===== config.mk =====
export PLATFORM = sky130hd
export DESIGN_NAME = vend_credit_ctrl
export DESIGN_NICKNAME = d
export VERILOG_FILES = /design/src/rtl/vend_credit_ctrl.sv
export SDC_FILE = /design/constraint.sdc
export NUM_CORES = 1
export LEC_CHECK = 0
export CAP_MARGIN = 20
export CORE_UTILIZATION = 30
export CTS_CLUSTER_DIAMETER = 40
export DETAILED_ROUTE_END_ITERATION = 6
export PLACE_DENSITY_LB_ADDON = 0.2
export SETUP_SLACK_MARGIN = 0.02
export SLEW_MARGIN = 20
export SYNTH_ARGS = -nofsm -noshare
export SYNTH_HDL_FRONTEND = slang
export SYNTH_SLANG_ARGS = --single-unit

===== constraint.sdc =====
create_clock -name i_clk -period 2.2 [get_ports i_clk]
set_clock_uncertainty 0.05 [all_clocks]
set_input_delay 0.55 -clock i_clk [delete_from_list [all_inputs] [get_ports i_clk]]
set_output_delay 0.55 -clock i_clk [all_outputs]
set_load 0.03 [all_outputs]

===== src/rtl/vend_credit_ctrl.sv =====
// Vending credit controller: accumulates nickel/dime credit, dispenses at PRICE, pays change as nickel pulses.
// Optional refund-on-cancel support is compiled in with `define VEND_REFUND_EN.

module adder_3bit (
   input  logic [2:0] a,
   input  logic [2:0] b,
   input  logic       cin,
   output logic [2:0] sum,
   output logic       cout
);
   assign {cout, sum} = {1'b0, a} + {1'b0, b} + {3'b000, cin};
endmodule

module vend_credit_ctrl #(
   parameter logic [2:0] PRICE = 3'd4
) (
   input  logic       i_clk,
   input  logic       i_rst,
   input  logic       i_nickel,
   input  logic       i_dime,
   input  logic       i_cancel,
   output logic [2:0] o_credit,
   output logic       o_dispense,
   output logic       o_change_nickel,
   output logic       o_coin_rej,
   output logic       o_busy
);

   // Handshake: coin and cancel inputs are single-cycle pulses sampled at the
   // rising edge; every output is a register and each pulse lasts one cycle.

`ifdef VEND_REFUND_EN
   localparam logic REFUND_EN = 1'b1;
`else
   localparam logic REFUND_EN = 1'b0;
`endif

   typedef enum logic [1:0] {S_IDLE, S_ACCUM, S_DISPENSE, S_CHANGE} state_t;

   state_t     state;
   logic [2:0] coin_val;
   logic [2:0] add_b;
   logic [2:0] add_sum;
   logic       add_cout;
   logic       coin_any;
   logic       coin_bad;
   logic       cancel_req;

   always_comb begin
      coin_any   = i_nickel | i_dime;
      coin_bad   = i_nickel & i_dime;
      coin_val   = 3'd0;
      if (!coin_bad && i_nickel) coin_val = 3'd1;
      if (!coin_bad && i_dime)   coin_val = 3'd2;
      cancel_req = REFUND_EN & i_cancel & (state == S_ACCUM);
      // The single adder counts coins up, or counts change down by adding -1.
      add_b = 3'd0;
      case (state)
         S_IDLE, S_ACCUM: add_b = coin_val;
         S_CHANGE:        add_b = 3'b111;
         default:         add_b = 3'd0;
      endcase
   end

   adder_3bit u_adder (
      .a    (o_credit),
      .b    (add_b),
      .cin  (1'b0),
      .sum  (add_sum),
      .cout (add_cout)
   );

   always_ff @(posedge i_clk) begin
      if (i_rst) begin
         state           <= S_IDLE;
         o_credit        <= 3'd0;
         o_dispense      <= 1'b0;
         o_change_nickel <= 1'b0;
         o_coin_rej      <= 1'b0;
         o_busy          <= 1'b0;
      end else begin
         o_dispense      <= 1'b0;
         o_change_nickel <= 1'b0;
         o_coin_rej      <= 1'b0;
         case (state)
            S_IDLE, S_ACCUM: begin
               if (cancel_req) begin
                  state           <= S_CHANGE;
                  o_change_nickel <= 1'b1;
                  o_busy          <= 1'b1;
                  o_coin_rej      <= coin_any;
               end else if (coin_bad) begin
                  o_coin_rej <= 1'b1;
               end else if (coin_any) begin
                  o_credit <= add_sum;
                  if (add_sum >= PRICE) begin
                     state      <= S_DISPENSE;
                     o_dispense <= 1'b1;
                     o_busy     <= 1'b1;
                  end else begin
                     state <= S_ACCUM;
                  end
               end
            end
            S_DISPENSE: begin
               o_coin_rej <= coin_any;
               o_credit   <= o_credit - PRICE;
               if (o_credit != PRICE) begin
                  state           <= S_CHANGE;
                  o_change_nickel <= 1'b1;
               end else begin
                  state  <= S_IDLE;
                  o_busy <= 1'b0;
               end
            end
            S_CHANGE: begin
               o_coin_rej <= coin_any;
               // A missing carry would mean credit wrapped below zero; treat as done.
               if (add_sum == 3'd0 || !add_cout) begin
                  state    <= S_IDLE;
                  o_credit <= 3'd0;
                  o_busy   <= 1'b0;
               end else begin
                  o_credit        <= add_sum;
                  o_change_nickel <= 1'b1;
               end
            end
            default: begin
               state    <= S_IDLE;
               o_credit <= 3'd0;
               o_busy   <= 1'b0;
            end
         endcase
      end
   end

endmodule


=== Yosys cells after proc, flatten, opt, wreduce, memory -nomap -nowiden ===
Index checks and enable logic that the tools add are counted.

* Bits in latches: 0
* Memory bits (read-only): 0
* Bits of input ports: 5
* Memory bits (writable): 0
* Logic and storage cells: 60
* Register bits: 9
* Memories: 0

* Bitwise operators: 4
* Mux-type cells: 25
* Div/mod/pow operators: 0
* Multiply operators: 0
* Reduce and logical (&&, ||, !) cells: 13
* $lt $le $gt $ge: 1
* Shift-type cells: 0
* Add/subtract/negate cells: 2
* Equal/unequal tests: 9

{| class="wikitable"
|+ Operator list
! kind !! number
|-
| 2-bit two-way mux || 6
|-
| 1-bit two-way mux || 10
|-
| 2-bit != test, second input constant || 5
|-
| 3-bit two-way mux || 3
|-
| 3-bit one-hot mux with 3 select lines || 1
|-
| 1-bit one-hot mux with 3 select lines || 2
|-
| 2-bit one-hot mux with 3 select lines || 1
|-
| 3-bit one-hot mux with 2 select lines || 1
|-
| 5-bit AND reduction || 1
|-
| 3-bit by 3-bit adder with 4-bit output || 1
|-
| 2-bit == test, second input constant || 2
|-
| 2-bit OR reduction || 2
|-
| 4-bit OR reduction || 1
|-
| 3-bit >= comparator, second input constant || 1
|-
| 3-bit zero test || 1
|-
| 3-bit != test, second input constant || 1
|-
| 3-bit AND reduction || 1
|-
| 3-bit subtractor, second input constant || 1
|-
| 2-bit by 1-bit == test with 1-bit output, second input constant || 1
|-
| 1-bit logical AND || 2
|-
| 1-bit zero test || 2
|-
| 2-bit zero test || 1
|-
| 1-bit NOT || 2
|-
| 1-bit one-hot mux with 2 select lines || 1
|-
| other kinds (4) || 4
|}

=== Logic depth before layout (Yosys ltp) ===
* Depth after elaboration: 12
* Mapped depth: 9

=== By module ===
Synthesis repeated with hierarchy kept, for this count alone.

* Cell total of the unflattened synthesis: 70
* Area, all modules: 558.0 um^2

{| class="wikitable"
|+ Modules (own cells, without submodules)
! module !! area each (um^2) !! seq. area each (um^2) !! cells each !! times used
|-
| vend_credit_ctrl || 444.2 || 180.2 || 55 || 1
|-
| adder_3bit || 113.9 || 0.0 || 15 || 1
|}

=== Worst setup path after synthesis ===
Ideal clock, no wire load.

* Path type: in2reg
* Start point: input port i_dime
* End point: register state[1]
* Setup slack: -0.084 ns
* Data required time: 2.015 ns
* Setup time: 0.135 ns
* Stages: 9
* Arrival time: 2.098 ns
* Path buffers: 0
* Cells stage by stage: nand2b_1 > o21ai_0 > ha_1 > inv_1 > fa_1 > xor2_2 > nand3b_1 > a31oi_2 > a211oi_1

* Longest elaborated chain between the ends: 12

{| class="wikitable"
|+ RTL lines
! element !! RTL line !! source
|-
| start: declaration || 20 || <nowiki>input logic i_dime,</nowiki>
|-
| 1-bit AND || 51 || <nowiki>coin_bad = i_nickel & i_dime;</nowiki>
|-
| 1-bit zero test || 53, 54 ||
|-
| 1-bit logical AND || 53 || <nowiki>if (!coin_bad && i_nickel) coin_val = 3'd1;</nowiki>
|-
| 1-bit two-way mux || 53 ||
|-
| 2-bit two-way mux || 54 || <nowiki>if (!coin_bad && i_dime) coin_val = 3'd2;</nowiki>
|-
| 3-bit one-hot mux with 2 select lines || 58 || <nowiki>case (state)</nowiki>
|-
| 3-bit by 3-bit adder with 4-bit output || 11 || <nowiki>assign {cout, sum} = {1'b0, a} + {1'b0, b} + {3'b000, cin};</nowiki>
|-
| 3-bit >= comparator || 96 || <nowiki>if (add_sum >= PRICE) begin</nowiki>
|-
| 2-bit two-way mux || 96 ||
|-
| 2-bit two-way mux || 94 || <nowiki>end else if (coin_any) begin</nowiki>
|-
| 2-bit two-way mux || 92 || <nowiki>end else if (coin_bad) begin</nowiki>
|-
| 2-bit one-hot mux with 3 select lines || 85 || <nowiki>case (state)</nowiki>
|-
| end signal: assignment || 88 || <nowiki>state <= S_CHANGE;</nowiki>
|-
| end signal: assignment || 97 || <nowiki>state <= S_DISPENSE;</nowiki>
|-
| end signal: assignment || 101 || <nowiki>state <= S_ACCUM;</nowiki>
|-
| end: declaration || 40 || <nowiki>state_t state;</nowiki>
|}

Parallel ways exist; a longest one is shown, timed or not. The select of a mux whose other input is x is not followed.
A chain may end at the register's enable or synchronous reset.

=== Worst setup path in the final report ===
Same ends and word-level chain as after synthesis.

==> results.md <==
- CTS tree: yes
- Core Box Area: 1727 um^2
- Via count: 486
- Inserted Diodes: 0
- HPWL Detailed: 911.4 um
- Hold Crit Class: reg -> reg
- Post-route setup slack: 89.42 ps
- Leak Pwr: 0.0003024 uW
- Peak VDD IR: 304.4 uV
- Post-Synthesis Cell Area: 550.5 um^2
- DR vias/cell: 4.629
- Share of layout cells above drive strength 1: 30.00%
- Critical Setup Path Class: in -> reg
- Routed WL per cell: 11.40 um
- Die Area: 2010 um^2
- Most used DFF post-synth: dfxtp_1
- Grt ovf: 0
- Peak Freq: 473.8 MHz
- Synthesized area per cell: 8.879 um^2
- DR DRC count: 0
- DP Worst Slack: -559.7 ps
- Worst stage delay on the critical path: 520 ps
- Die X: 44.84 um
- Row count: 15
- RSZ-0062 raised after global routing: no
- Fraction of registers with async set/reset: 0%
- DRT Pass-1 Iters: 4
- CTS buffer count: 3
- Critical path startpoint category: primary input
- Minimum clock period: 2111 ps
- H-tree depth: 1
- Routed Antenna Nets: 0
- Post-CTS Setup Repair Bufs: 0
- Tot GR Track Use: 14.81%
- Critical path data required time: 2280 ps
- Headroom to the max-slew limit: 71.50%
- Placed cell count: 101
- Slew Limit Fails: 0
- Final std cells w/o fill: 105
- Slowest-stage cell, CP: fa_2
- Io pins: 12
- Initial antenna violation count: 0
- Port bufs: 10
- Final WL: 1197 um
- Power Density: 649.0 nW/um^2
- Root buf cell: clkbuf_4
- FILL cells: 188
- Register area share after synthesis: 32.73%
- Synth warn: 0
- Number of flops mapped to enable cells by yosys: 0
- Crit path max fanout: 3
- Die Ht: 44.84 um
- Synth-to-layout area growth: 38.41%
- Clock-pin slew of the registers on the worst-case setup and hold paths: 60 ps
- Vias in the first global route: 429
- Synth unique cells: 26
- Worst slew pin tran: 426.2 ps
- Largest net degree at the start of global routing: 11
- Worst Path Arrival: 2190 ps
- Final Hold Viols: 0
- DR iter-0 viols: 9
- Critical-path cell list: buf_2 -> nand2b_4 -> o21ai_2 -> ha_2 -> inv_2 -> fa_2 -> nand3b_1 -> a31oi_4 -> a211oi_2
- First-pass GRT wire length: 2042 um
- Final setup viols: 0
- Max Cap Viol: 0
- Status: finished clean
- Power Total: 494.5 uW
- Crit. End Element: flop
- Gate Count Post-Synth: 62
- Starting Density: 31.88%
- Worst skew pair latency: 260 ps
- Final #Nets: 90
- Net count after synthesis: 71
- Max Buffers Root-to-Sink: 2
- Routability cong.: 0.7894
- Fin crit share: 95.94%
- Synthesized flop and latch total: 9
- Sink Count: 9
[metal layers]
metal	GRT usage, %	vias to the layer above	wire length, um
li1	-	254	-
met4	7.273	0	15
met3	6.400	2	63
met1	17.78	216	543
met5	0	-	0
met2	22.65	14	574
[cell type report]
cell class / instances / area [um^2] / share of cell area (%)
tap: 25 / 31.28 / 4.105
inverter: 6 / 22.52 / 2.956
sequential: 9 / 180.2 / 23.65
multi-input combinational: 46 / 374.1 / 49.10
timing repair buffer: 15 / 127.6 / 16.75
clock buffer: 4 / 26.28 / 3.448
[synthesized netlist by cell type (2+ instances only)]
cell type | n | area share (%)
o21ai_0 | 4 | 3.6
inv_1 | 5 | 3.4
a21oi_1 | 5 | 4.5
nand3b_1 | 2 | 2.7
nor3_1 | 4 | 3.6
dfxtp_1 | 9 | 33
ha_1 | 3 | 6.8
nand2_1 | 3 | 2.0
nand2b_1 | 3 | 3.4
nand3_1 | 4 | 3.6
nor2_1 | 5 | 3.4
[state kept, by name, summed over array words and instances, names as in the netlist]
| signal | count |
|---|---|
| o_coin_rej | 1 |
| o_change_nickel | 1 |
| o_credit | 3 |
| state | 2 |
| o_busy | 1 |
| o_dispense | 1 |
[where the power goes]
part | total, uW | internal [uW] | leakage [uW] | switching, uW
logic | 177 | 78.4 | 0.000214 | 98.3
clock network | 126 | 69.8 | 0.0000150 | 56.4
registers | 192 | 178 | 0.0000734 | 13.5
[layout by cell type (no fill, tap or decap), drive strengths merged, types with 2 or more instances in the layout]
cell | synthesis | routed
a21oi | 5 | 5
a31oi | 2 | 2
buf | 0 | 7
clkbuf | 1 | 4
clkdlybuf4s50 | 0 | 8
dfxtp | 9 | 9
ha | 3 | 3
inv | 6 | 6
nand2 | 3 | 3
nand2b | 3 | 3
nand3 | 4 | 4
nand3b | 2 | 2
nor2 | 5 | 5
nor3 | 5 | 5
o21ai | 4 | 4
[what timing repair did]
item	CTS	global route
pin swaps	5	4
hold endpoints to repair	0	0
hold buffers	0	0
endpoints found under the setup margin	7	4
cloned	0	0
gates resized for setup	14	0
[cells by family after synthesis]
kind of cell | after synthesis | synth area share, %
flip-flops | 9 | 32.73
multiplexers | 1 | 4.091
buffers and inverters | 7 | 4.772
adder cells (fa/ha/maj) | 4 | 10.46
AO/OA/AOI/OAI | 14 | 17.05
AND/OR/NAND/NOR | 25 | 25.00
XOR/XNOR | 2 | 5.911
[worst paths after layout]
| check | start | endpoint | slack, ps | cells past startpoint |
|---|---|---|---|---|
| worst min register to register | o_busy | o_busy | 440 | 2 |
| worst min-delay path | o_busy | o_busy | 440 | 2 |
| worst max-delay path | i_dime | state[1] | 90 | 9 |
| worst max register to register | state[1] | state[1] | 120 | 8 |
[worst max-delay path, delay by kind of cell]
kind            cells  cell delay, ps
compound gates      3             460
fa+ha+maj           2             710
buf+inv             2             150
simple gates        2             310
[through the flow]
| step | hold slack (ps) | setup TNS [ps] | util, % | instance area [um^2] |
|---|---|---|---|---|
| 6_report | 439.6 | 0 | 44.13 | 762.0 |
| 5_1_grt | 487.7 | 0 | 44.13 | 762.0 |
| 4_1_cts | 444.6 | 0 | 44.13 | 762.0 |
| 3_5_place_dp | 433.1 | -3464 | 41.74 | 720.7 |
| 3_3_place_gp | 432.1 | -3411 | 41.74 | 720.7 |
| 2_1_floorplan | 480.9 | 0 | - | 555.5 |
Power figures use the tool's default switching activity.
